[src/rtl/bank_group_ctrl.sv]
// bank_group_ctrl: per-bank ACT/PRE timing FSMs, command checker and CL read pipe.
// Define BANK_GROUP_ERRCNT_EN to add a saturating 16-bit err_count output.
module bank_group_ctrl #(
  parameter int BAWIDTH       = 2,
  parameter int BANKSPERGROUP = 2**BAWIDTH,
  parameter int COLWIDTH      = 10,
  parameter int CHWIDTH       = 5,
  parameter int TRCD          = 3,
  parameter int TRAS          = 6,
  parameter int TRP           = 3,
  parameter int CL            = 4
) (
  input  logic                              clk,
  input  logic                              rst,
  input  logic                              cmd_valid,
  input  logic [2:0]                        cmd,
  input  logic [BAWIDTH-1:0]                ba,
  input  logic [CHWIDTH-1:0]                addr_row,
  input  logic [COLWIDTH-1:0]               addr_col,
  output logic                              cmd_err,
  output logic [BANKSPERGROUP-1:0]          bank_open,
  output logic [BANKSPERGROUP*CHWIDTH-1:0]  open_row,
  output logic [BANKSPERGROUP-1:0]          rd_o_wr,
  output logic [BANKSPERGROUP*CHWIDTH-1:0]  row,
  output logic [BANKSPERGROUP*COLWIDTH-1:0] column,
  output logic                              rd_valid,
  output logic [BAWIDTH-1:0]                rd_ba
`ifdef BANK_GROUP_ERRCNT_EN
  ,
  output logic [15:0]                       err_count
`endif
);

  localparam int CW = 8;
  localparam logic [CW-1:0] RCD_L = CW'(TRCD - 1);
  localparam logic [CW-1:0] RAS_L = CW'(TRAS - 1);
  localparam logic [CW-1:0] RP_L  = CW'(TRP - 1);

  typedef enum logic [1:0] {
    IDLE,
    OPENING,
    ACTIVE,
    CLOSING
  } bst_t;

  bst_t          st   [BANKSPERGROUP];
  logic [CW-1:0] tcnt [BANKSPERGROUP];
  logic [CW-1:0] ras  [BANKSPERGROUP];

  logic [CL-1:0]      pv;
  logic [BAWIDTH-1:0] pb [CL];

  logic [BANKSPERGROUP-1:0] sel;
  logic [BANKSPERGROUP-1:0] act_st;
  logic [BANKSPERGROUP-1:0] idle_st;
  logic [BANKSPERGROUP-1:0] ras_ok;

  logic op_nop, op_act, op_rd, op_wr, op_pre, op_prea;
  logic go_act, go_rd, go_wr, go_pre, go_prea, err;

  always_comb begin
    act_st  = '0;
    idle_st = '0;
    ras_ok  = '0;
    for (int b = 0; b < BANKSPERGROUP; b++) begin
      act_st[b]  = (st[b] == ACTIVE);
      idle_st[b] = (st[b] == IDLE);
      ras_ok[b]  = (ras[b] == '0);
    end
  end

  assign bank_open = act_st;
  assign row       = open_row;
  assign rd_valid  = pv[CL-1];
  assign rd_ba     = pb[CL-1];

  always_comb begin
    sel     = '0;
    sel[ba] = 1'b1;
    op_nop  = (cmd == 3'd0);
    op_act  = (cmd == 3'd1);
    op_rd   = (cmd == 3'd2);
    op_wr   = (cmd == 3'd3);
    op_pre  = (cmd == 3'd4);
    op_prea = (cmd == 3'd5);
    go_act  = 1'b0;
    go_rd   = 1'b0;
    go_wr   = 1'b0;
    go_pre  = 1'b0;
    go_prea = 1'b0;
    err     = 1'b0;
    if (cmd_valid) begin
      unique case (1'b1)
        op_nop: err = 1'b0;
        op_act: begin
          go_act = |(sel & idle_st);
          err    = ~go_act;
        end
        op_rd: begin
          go_rd = |(sel & act_st);
          err   = ~go_rd;
        end
        op_wr: begin
          go_wr = |(sel & act_st);
          err   = ~go_wr;
        end
        // PRE to an idle bank is accepted as a no-op
        op_pre: begin
          go_pre = |(sel & act_st & ras_ok);
          err    = ~go_pre & ~|(sel & idle_st);
        end
        op_prea: begin
          go_prea = &(~act_st | ras_ok);
          err     = ~go_prea;
        end
        default: err = 1'b1;
      endcase
    end
  end

  always_ff @(posedge clk or posedge rst) begin
    if (rst) begin
      for (int b = 0; b < BANKSPERGROUP; b++) begin
        st[b]   <= IDLE;
        tcnt[b] <= '0;
        ras[b]  <= '0;
      end
      for (int i = 0; i < CL; i++) pb[i] <= '0;
      pv       <= '0;
      open_row <= '0;
      column   <= '0;
      rd_o_wr  <= '0;
      cmd_err  <= 1'b0;
    end else begin
      cmd_err <= err;
      rd_o_wr <= '0;
      pv[0]   <= go_rd;
      pb[0]   <= go_rd ? ba : '0;
      for (int i = 1; i < CL; i++) begin
        pv[i] <= pv[i-1];
        pb[i] <= pb[i-1];
      end
      if (go_rd || go_wr)
        column[ba*COLWIDTH +: COLWIDTH] <= addr_col;
      if (go_wr)
        rd_o_wr[ba] <= 1'b1;
      for (int b = 0; b < BANKSPERGROUP; b++) begin
        if (ras[b] != '0) ras[b] <= ras[b] - 1'b1;
        if (tcnt[b] != '0) tcnt[b] <= tcnt[b] - 1'b1;
        // state flips on the edge where the counter lands on 0
        unique case (st[b])
          IDLE: begin
            if (go_act && sel[b]) begin
              st[b]   <= (TRCD == 1) ? ACTIVE : OPENING;
              tcnt[b] <= RCD_L;
              ras[b]  <= RAS_L;
              open_row[b*CHWIDTH +: CHWIDTH] <= addr_row;
            end
          end
          OPENING: begin
            if (tcnt[b] < 8'd2) st[b] <= ACTIVE;
          end
          ACTIVE: begin
            if ((go_pre && sel[b]) || go_prea) begin
              st[b]   <= (TRP == 1) ? IDLE : CLOSING;
              tcnt[b] <= RP_L;
            end
          end
          CLOSING: begin
            if (tcnt[b] < 8'd2) st[b] <= IDLE;
          end
          default: st[b] <= IDLE;
        endcase
      end
    end
  end

`ifdef BANK_GROUP_ERRCNT_EN
  always_ff @(posedge clk or posedge rst) begin
    if (rst)
      err_count <= '0;
    else if (err && err_count != 16'hFFFF)
      err_count <= err_count + 16'd1;
  end
`endif

endmodule

[config.mk]
export PLATFORM = sky130hd
export DESIGN_NAME = bank_group_ctrl
export DESIGN_NICKNAME = d
export VERILOG_FILES = /design/src/rtl/bank_group_ctrl.sv
export SDC_FILE = /design/constraint.sdc
export NUM_CORES = 1
export LEC_CHECK = 0
export CORE_UTILIZATION = 53
export CTS_CLUSTER_DIAMETER = 40
export DETAILED_ROUTE_END_ITERATION = 10
export PLACE_DENSITY = 0.8
export RECOVER_POWER = 25
export SYNTH_ARGS = -nofsm -noshare
export SYNTH_HDL_FRONTEND = slang
export SYNTH_SLANG_ARGS = --single-unit
[constraint.sdc]
create_clock -name clk -period 6.01 [get_ports clk]
set_input_delay 0.9015 -clock clk [delete_from_list [all_inputs] [get_ports clk]]
set_output_delay 0.9015 -clock clk [all_outputs]
set_load 0.005 [all_outputs]
After elaboration in Yosys (flattened, before gate mapping):

Index checks and enable logic that the tools add are counted.

* word-level logic and storage cells: 195
* input port bits: 23
* output and inout bits: 92
* register bits: 149

* eq/ne operators: 33
* shift-type cells: 2
* bitwise operators: 10
* add/subtract/negate cells: 9
* $lt $le $gt $ge: 6
* reduce and logical (&&, ||, !) cells: 45
* mux-type cells: 65
* multipliers: 1

Operators with widths (count)
* $mux W8: 24
* $pmux W8 S2: 4
* $reduce_bool A8 Y1: 8
* $sub A8 B1 Y8 const B: 8
* $bwmux W40: 1
* $shift A10 B34 Y40 const A: 1
* $shiftx A10 B34 Y40: 1
* $mux W2: 17
* $neg A6 Y34: 1
* $logic_not A8 Y1: 4
* $lt A8 B2 Y1 const B: 4
* $pmux W2 S4: 4
* $reduce_and A4 Y1: 5
* $eq A2 B2 Y1 const B: 8
* $ne A2 B1 Y1 const B: 8
* $ne A2 B2 Y1 const B: 8
* $and A4 B4 Y4: 3
* $mux W1: 12
* $reduce_or A4 Y1: 3
* $logic_and A1 B1 Y1: 9
* $eq A2 B1 Y1 const B: 4
* $logic_not A2 Y1: 4
* $reduce_and A2 Y1: 4
* $eq A3 B2 Y1 const B: 2
* 16 further kinds: 24

Longest topological paths before layout:

Gate-level depths: netlist of run 1.

* depth in word-level cells: 13
* mapped depth: 11
* gate-level depth less buffers: 8

Worst setup path after synthesis of run 1:

Ideal clock, no wire load.

* path type: input -> register
* start: in ba[0]
* end: reg column[36]
* setup slack: 3201 ps
* required time: 5900 ps
* cell stages on the path: 9
* library setup time: 110 ps
* arrival: 2699 ps
* buffers on the path: 3
* cells stage by stage: clkbuf_1 inv_1 ha_1 clkbuf_1 clkbuf_1 nand2_1 o21ai_0 nand2_1 o41ai_1

* word-level cells in the longest chain between the ends: 9
* elaborated cells between the ends (all ways): 17
* classes of those cells: add/sub: 1; mul: 1; order compare: 2; shift: 2; mux: 7; bitwise: 1; reduce/logical: 3

Ends and longest elaborated chain
* start: declaration: line 17 `input logic [BAWIDTH-1:0] ba,`
* branches (longest 9 deep; another with $neg A6 Y34)
* end signal: indexed assignment: line 144 `column[ba*COLWIDTH +: COLWIDTH] <= addr_col;`
* end: declaration: line 25 `output logic [BANKSPERGROUP*COLWIDTH-1:0] column,`

Several ways; the timed one is not identified.
A chain may end at the register's enable or synchronous reset.

Worst setup path after layout of run 1:

* start: in ba[0]
* end: reg column[13]

Same word-level chain as after synthesis.

==> results of run 1 <==
kinds of logic after synthesis:
logic type / Yosys count / synth area share (%)
compound gates: 135 / 13.4
xor+xnor: 40 / 4.51
fa+ha+maj: 32 / 5.16
buf+inv: 89 / 5.51
flops: 149 / 48.0
mux: 24 / 3.32
simple gates: 337 / 20.0
metrics by stage:
step	hold WS, ns	instances	utilization (%)
global route	0.352	1082	67.1
global placement	0.333	1051	62.9
CTS	0.347	1082	67.1
finish	0.346	1082	67.1
detailed placement	0.335	1051	62.9
floorplan	0.331	806	-
layer usage:
metal | vias to the layer above | wire [µm] | track usage (%)
li1 | 2942 | - | -
met1 | 2957 | 8080 | 33.3
met2 | 163 | 8220 | 39.3
met3 | 22 | 795 | 4.57
met4 | 0 | 316 | 10.5
met5 | - | 0 | 0
final cells by class:
class                   instances  area (µm²)
inverters                      37         144
clock inverters                11         153
well taps                     180         225
flip-flops and latches        149        3730
multi-input cells             568        3600
clock buffers                  20         447
repair buffers                117        1160
fillers                      1109        4630
sequential cells by signal, indices dropped and copies added (netlist names):
signal,count
column,40
ras,32
tcnt,32
open_row,20
st,8
pb,6
pv,4
rd_o_wr,4
rd_ba,2
cmd_err,1
worst reg2reg max path: cells and delay by family (launching register included):
| family | cells | cell delay (ns) |
|---|---|---|
| adders and majority gates | 1 | 0.45 |
| AOI/OAI and AO/OA | 3 | 0.57 |
| and+or+nand+nor | 3 | 1.42 |
| buffers and inverters | 1 | 0.13 |
| DFF | 1 | 0.41 |
worst max-delay path by stage:
stage	startpoint	cells after the start	end	slack (ns)
3_3_place_gp	ba[0]	8	column[12]	1.74
2_1_floorplan	rst	1	cmd_err	1.10
4_1_cts	ba[0]	8	column[13]	2.08
3_5_place_dp	ba[0]	8	column[13]	1.65
6_report	ba[0]	8	column[13]	1.99
5_1_grt	ba[0]	8	column[13]	1.67
power by group through the flow:
| stage | Sequential, mW | Combinational [mW] | Clock [mW] |
|---|---|---|---|
| finish | 1.63 | 1.53 | 1.08 |
| global route | 1.68 | 1.73 | 1.14 |
| CTS | 1.63 | 1.54 | 1.10 |
| detailed placement | 1.64 | 1.53 | 0 |
| global placement | 1.63 | 1.47 | 0 |
| floorplan | 1.58 | 1.11 | 0 |
placed cells by master, fill, tap and decap left out, drive strengths merged, types with 4 or more instances in the layout:
master           n
dfrtp          149
nand2          149
clkdlybuf4s50  113
nor2            71
inv             38
nor3            37
ha              32
o31ai           29
a21oi           28
xnor2           22
clkbuf          20
xor2            18
o21ai           18
mux2            14
nor4            13
a31oi           13
and3            12
nand3           11
mux2i           10
nor2b            8
nand2b           7
o41ai            7
and2             6
nor4b            5
o211ai           5
o32a             5
or3              4
nor3b            4
a211oi           4
clkinv           4
==> impl_metrics.tcl, run 1 <==
set metrics [dict create \
    crit_path_start_kind "input pin" \
    power.density_nw_per_um2 449 \
    antenna_found_initial 0 \
    status "completed" \
    drt-vias-per-instance 5.62 \
    row_count 43 \
    finalCriticalPeriod_ns 4.02 \
    place_area_um2 8860 \
    worstSetupPathType "in2reg" \
    slew_headroom_pct 39.8 \
    ys_seq_area_share_pct 48.0 \
    min_delay_path_depth 0 \
    netlist-cell-type-count 59 \
    max_freq_mhz 249 \
    setup_viol 0 \
    nets 945 \
    track_usage_pct 24.7 \
    cts_resized 0 \
    syn_nets 861 \
    synthCells 806 \
    peakVddDrop_mv 0.275 \
    die_h_um 123 \
    grt_max_degree 105 \
    sw_frac_of_total_pct 35.0 \
    worstRegToRegCells 8 \
    min_from "pv[2]" \
    avgSynthCellArea_um2 9.63 \
    drc 0 \
    yosysMostFrequentCell "dfrtp_1" \
    dp_hpwl_um 12400 \
    grt_remaining_overflow 0 \
    synth.top_cell.area_share_pct 48.0 \
    synth_area_leader_cell "dfrtp_1" \
    dr.pass1.iters 5 \
    p_seq_share_pct 38.5 \
    p_switching_mw 1.49 \
    layout-drive-gt1-share_pct 6.65 \
    required_ns 6.36 \
    slew_viol_final 0 \
    finClkSkew_ns 0.00953 \
    p_int_mw 2.76 \
    synthArstFlopShare_pct 100 \
    first_global_vias 5813 \
    slowest_delay_ns 0.99 \
    r2r_end "column[13]" \
    synth-seq-cells 149 \
    io_pins 115 \
    arrival_ns 4.37 \
    final_area_um2 9460 \
    coreArea_um2 14100 \
    path_cells "clkdlybuf4s50_1, ha_1, a22oi_1, a31oi_1, and3_1, nand2_1, or2_2, o21ai_0" \
    num_antenna_cells 0 \
    pre_cts_ws_ns 1.65 \
    wl_per_cell_um 16.1 \
    fin_ws_ns 1.99 \
    synth-main-ff-cell "dfrtp_1" \
    reg2reg_setup_slack_ns 2.95 \
    die_w_um 123 \
    initial_core_util_pct 55.1 \
    cp_slowest_cell "clkdlybuf4s50_1" \
    max_cap_violations 0 \
    cts_inserted_buffers 17 \
    hold_path.class "reg2reg" \
    rsz0062_at_grt "false" \
    cp_num_buf_inv 1 \
    fin_setup_tns_ns 0 \
    path_delay_family "simple AND/OR/NAND/NOR gates" \
    clk_latency_ns 0.43 \
    clk_root_buffer_cell "clkbuf_16" \
    total_power_mw 4.25 \
    postRouteAntennaNets 0 \
    critPathMaxFanout 19 \
    wirelength_um 17400 \
    ys.warnings.count 0 \
    worst_setup_path_end_kind "flip-flop" \
    place.gp.congestion 0.837 \
    synth_commonest_cells "dfrtp_1, nand2_1, nor2_1, inv_1, nor3_1" \
    min_to "pv[3]" \
    drtIter0Drc 510 \
    hold_viol 0 \
    die_area_um2 15100 \
    p_leak_nw 4.20 \
    syn2layout_area_growth_pct 22.0 \
    hold_buffers 0 \
    postCtsSetupRepairBufs 0 \
    htreeDepth 4 \
    fin_crit_sh_pct 66.9 \
    cts_sinks 149 \
    comb_power_share_pct 36.0 \
    grt_pass1_wl_um 28600 \
    synth_area_um2 7760 \
    cts_tree "yes" \
    synth_edf_count 0 \
    netlist_top_cells_area "dfrtp_1, nand2_1, ha_1" \
    rr_startpoint "st[4]" \
    worst_pin_slew_ns 0.903 \
    cts_buffer_depth 2 \
    clk_pin_slew_ns 0.06 \
    clockPowerShare_pct 25.5 \
    portBuffers 114 \
    vias 6084 \
]
(Power assumes the default switching activity.)
==> run 2, diff against run 1 <==
clock period = 4 ns   (was 6.01 ns; I/O delays follow)
==> run 2 against run 1 <==
The run now ends with capacitance limit, slew limit left. Combinational power is 52% higher. Non-clock buffer count is 6 higher. First-iteration DRC count is 0.78% lower. Cell count is 0.65% higher. Count of clock-buffer cells in the layout is 1 higher. Worst hold slack hardly changed. Utilization is 0.61 points higher. Flip-flop and latch count stayed put. Setup slack worse by 1.3 ns. Die area stayed put. Clock power is 59% higher. Sequential share of layout area is 0.36 points lower. Critical path type unchanged. Largest cell class unchanged.
==> impl_metrics.tcl, run 2 (synthesis results as in run 1) <==
set metrics [dict create \
    row_count 43 \
    fin_crit_sh_pct 81.6 \
    vias 6177 \
    worst_pin_slew_ns 1.97 \
    grt_remaining_overflow 0 \
    portBuffers 114 \
    hold_viol 0 \
    critPathMaxFanout 17 \
    drt-vias-per-instance 5.67 \
    io_pins 115 \
    final_cell_mix "dfrtp_1, nand2_1, clkdlybuf4s50_1" \
    hold_path.class "reg2reg" \
    layout-drive-gt1-share_pct 7.48 \
    total_power_mw 6.50 \
    crit_path_start_kind "input pin" \
    coreArea_um2 14100 \
    num_antenna_cells 0 \
    multiInputGateArea_um2 3600 \
    cts_sinks 149 \
    cts_buffer_depth 2 \
    p_leak_nw 4.25 \
    max_cap_violations 1 \
    pre_cts_ws_ns 0.391 \
    nets 951 \
    dp_hpwl_um 12200 \
    dr.pass1.iters 5 \
    failed_checks "capacitance limit, slew limit" \
    peakVddDrop_mv 0.410 \
    slew_headroom_pct -31.7 \
    setup_viol 0 \
    p_switching_mw 2.25 \
    place.gp.congestion 0.865 \
    fin_setup_tns_ns 0 \
    die_w_um 123 \
    grt_pass1_wl_um 28500 \
    p_seq_share_pct 37.7 \
    arrival_ns 3.59 \
    p_int_mw 4.25 \
    worstSetupPathType "in2reg" \
    required_ns 4.33 \
    finClkSkew_ns 0.00722 \
    cts_resized 0 \
    first_global_vias 5682 \
    grt_max_degree 150 \
    htreeDepth 4 \
    postCtsSetupRepairBufs 0 \
    hold_buffers 0 \
    fin_ws_ns 0.735 \
    track_usage_pct 24.6 \
    status "finished with violations" \
    clk_latency_ns 0.42 \
    rsz0062_at_grt "false" \
    clk_root_buffer_cell "clkbuf_16" \
    max_freq_mhz 306 \
    largest_register_ffs 40 \
    clockPowerShare_pct 26.5 \
    num-fill-cells 1094 \
    postRouteAntennaNets 0 \
    drc 0 \
    cts_inserted_buffers 17 \
    worst_setup_path_end_kind "flip-flop" \
    initial_core_util_pct 55.1 \
    slew_viol_final 150 \
    antenna_found_initial 0 \
    syn2layout_area_growth_pct 23.1 \
    clk_pin_slew_ns 0.06 \
    power.density_nw_per_um2 681 \
    die_area_um2 15100 \
    wl_per_cell_um 16.2 \
    comb_power_share_pct 35.8 \
    wirelength_um 17700 \
    sw_frac_of_total_pct 34.6 \
    die_h_um 123 \
    mostFrequentLayoutCell "dfrtp_1" \
    top_regs "column x40, ras x32, tcnt x32" \
    cts_tree "yes" \
    drtIter0Drc 506 \
    finalCriticalPeriod_ns 3.27 \
    largest_register "column" \
    area.sequential_um2 3730 \
]
-- run 2: changes by cell type in the layout (fill, tap and decap cells not counted) --
cell | previous run | this run
clkbuf_1 | 2 | 1
clkinv_4 | 3 | 1
clkinv_2 | 1 | 2
bufinv_16 | 3 | 4
clkbuf_4 | 0 | 1
clkbuf_8 | 1 | 3
buf_4 | 3 | 8
-- run 2: worst max-delay path, stage by stage --
cell and delay, ns:
clkdlybuf4s50_1 0.52, inv_1 0.21, ha_1 0.30, nand2_1 0.14, a31oi_1 0.21, and3_1 0.52, nand2_1 0.45, or2_2 0.45
o21ai_0 0.20
-- run 2: layout make-up --
| cell class | instances | share of cell area, % |
|---|---|---|
| Clock buffer | 21 | 4.93 |
| Multi-Input combinational cell | 568 | 37.7 |
| Timing Repair Buffer | 123 | 12.7 |
| Inverter | 37 | 1.49 |
| Tap cell | 180 | 2.36 |
| Clock inverter | 11 | 1.79 |
| Sequential cell | 149 | 39.0 |
-- run 2: power groups by stage --
stage / clock, mW / sequential, mW / combinational (mW)
final: 1.72 / 2.45 / 2.33
after CTS: 1.75 / 2.44 / 2.34
after global routing: 1.82 / 2.52 / 2.60
after floorplan: 0 / 2.37 / 1.68
after global placement: 0 / 2.44 / 2.22
after detailed placement: 0 / 2.45 / 2.31
-- run 2: path summary, 6_finish.rpt --
| kind | startpoint | endpoint | slack (ns) | cells after the start |
|---|---|---|---|---|
| worst min-delay path | pb[3] | rd_ba[1] | 0.35 | 0 |
| worst max-delay path | ba[0] | column[10] | 0.73 | 9 |
| worst min register to register | pb[3] | rd_ba[1] | 0.35 | 0 |
| min in group asynchronous | rst | pv[3] | 1.40 | 3 |
| worst max register to register | st[4] | column[10] | 0.95 | 8 |
| max in group asynchronous | rst | st[2] | 1.36 | 3 |
-- run 2: per-stage QoR --
stage	std cells	util, %	hold slack (ns)	cell area [µm²]
after floorplan	806	-	0.331	7760
after global placement	1057	63.3	0.332	8920
after detailed placement	1057	63.3	0.335	8920
after CTS	1089	67.8	0.348	9560
after global routing	1089	67.8	0.350	9550
final	1089	67.8	0.346	9550
-- run 2: per-layer routing --
layer	track usage, %	part of all wire [%]
met3	5.90	5.6
met5	0	0
met4	7.98	1.4
met1	34.0	46
met2	38.1	47
==> run 3, diff against run 2 <==
CORE_UTILIZATION = 50   (was 53)
PLACE_DENSITY = 0.79   (was 0.8)
clock period = 3 ns   (was 4 ns; I/O delays follow)
==> run 3 against run 2 <==
The run still ends with capacitance limit, slew limit left. Sequential power grew 33%. Count of clock-buffer cells in the layout shrank 4. Global-route usage is 0.75 points lower. First-iteration DRC count shrank 22%. Routed wire length up 1.6%. Die area increased by 5.9%. Worst hold slack improved by 0.0029 ns. Setup slack worse by 0.47 ns. Sequential share of layout area down 0.45 points. Final area is 1.2% higher. Critical path depth unchanged. Critical path type is now reg2reg. Critical endpoint is now tcnt[28].
==> impl_metrics.tcl, run 3 (synthesis results as in run 1) <==
set metrics [dict create \
    fin_setup_tns_ns 0 \
    area.sequential_um2 3730 \
    clk_root_buffer_cell "clkbuf_16" \
    peakVddDrop_mv 0.500 \
    nets 974 \
    portBuffers 114 \
    worstSetupPathType "reg2reg" \
    p_leak_nw 4.34 \
    hold_buffers 0 \
    slew_headroom_pct -33.0 \
    antenna_found_initial 0 \
    min_delay_path_depth 0 \
    die_w_um 127 \
    max_cap_violations 1 \
    place.gp.congestion 0.942 \
    die_h_um 127 \
    cts_inserted_buffers 17 \
    worst_setup_path_end_kind "flip-flop" \
    rsz0062_at_grt "false" \
    cts_tree "yes" \
    largest_register "column" \
    drtIter0Drc 393 \
    fin_ws_ns 0.262 \
    layout-drive-gt1-share_pct 9.87 \
    clk_latency_ns 0.43 \
    required_ns 3.29 \
    worstRegToRegCells 9 \
    cts_sinks 149 \
    num-fill-cells 1239 \
    slew_viol_final 150 \
    power.density_nw_per_um2 878 \
    grt_pass1_wl_um 29700 \
    crit_path_start_kind "flip-flop" \
    first_global_vias 5922 \
    final_cell_mix "dfrtp_1, nand2_1, clkdlybuf4s50_1" \
    clk_pin_slew_ns 0.07 \
    row_count 45 \
    pre_cts_ws_ns 0.0420 \
    reg2reg_setup_slack_ns 0.26 \
    track_usage_pct 23.8 \
    total_power_mw 8.49 \
    hold_path.class "reg2reg" \
    wirelength_um 17900 \
    setup_viol 0 \
    syn2layout_area_growth_pct 24.5 \
    failed_checks "capacitance limit, slew limit" \
    dp_hpwl_um 12800 \
    largest_register_ffs 40 \
    hold_viol 0 \
    finalCriticalPeriod_ns 2.74 \
    cts_buffer_depth 2 \
    critPathMaxFanout 12 \
    drc 0 \
    multiInputGateArea_um2 3600 \
    cp_num_buf_inv 2 \
    worst_pin_slew_ns 1.99 \
    path_delay_family "compound AO/OA/AOI/OAI gates" \
    final_util_pct 63.6 \
    finClkSkew_ns 0.0105 \
    grt_max_degree 150 \
    mostFrequentLayoutCell "dfrtp_1" \
    io_pins 115 \
    drt-vias-per-instance 5.53 \
    cts_resized 0 \
    slowest_delay_ns 0.51 \
    die_area_um2 16000 \
    wl_per_cell_um 16.0 \
    max_freq_mhz 365 \
    arrival_ns 3.03 \
    num_antenna_cells 0 \
    hold_ws_ns 0.349 \
    coreArea_um2 15200 \
    fin_crit_sh_pct 91.3 \
    status "finished with violations" \
    grt_remaining_overflow 0 \
    postCtsSetupRepairBufs 0 \
    cp_slowest_cell "a311oi_4" \
    path_cells "inv_1, ha_1, or4b_1, o41ai_1, buf_4, o2111a_4, nand2_4, a311oi_4, nor2_1" \
    vias 6195 \
    initial_core_util_pct 51.0 \
    postRouteAntennaNets 0 \
    top_regs "column x40, ras x32, tcnt x32" \
    cp.depth 9 \
    htreeDepth 4 \
    dr.pass1.iters 5 \
]
==> run 3: metal layers <==
layer | vias to the layer above | share of wire, % | global-route usage (%)
met3 | 30 | 5.9 | 5.74
met1 | 2952 | 45 | 30.6
met4 | 0 | 2.3 | 9.00
li1 | 3008 | - | -
met5 | - | 0 | 0
met2 | 205 | 47 | 39.1
==> run 3: final cells by class <==
cell class / instances / area share, %
sequential: 149 / 38.6
multi-input combinational: 568 / 37.3
timing repair buffer: 146 / 14.3
clock buffer: 17 / 4.40
tap: 188 / 2.43
clock inverter: 15 / 1.50
inverter: 37 / 1.48
==> run 3: per-stage QoR <==
stage / instance area, µm² / cells
floorplan: 7760 / 806
global placement: 9100 / 1088
detailed placement: 9100 / 1088
CTS: 9670 / 1120
global route: 9660 / 1120
finish: 9660 / 1120
==> run 3: final timing paths <==
path	endpoint	start
worst max-delay path	tcnt[28]	ras[8]
worst min-delay path	pv[2]	pv[1]
worst max register to register	tcnt[28]	ras[8]
worst min register to register	pv[2]	pv[1]
max in group asynchronous	tcnt[19]	rst
min in group asynchronous	column[28]	rst
==> run 3: where the power goes <==
part	total, mW	switching [mW]	internal, mW
clock network	2.06	0.898	1.16
logic	3.16	1.56	1.60
registers	3.27	0.609	2.66
total	8.49	3.06	5.42
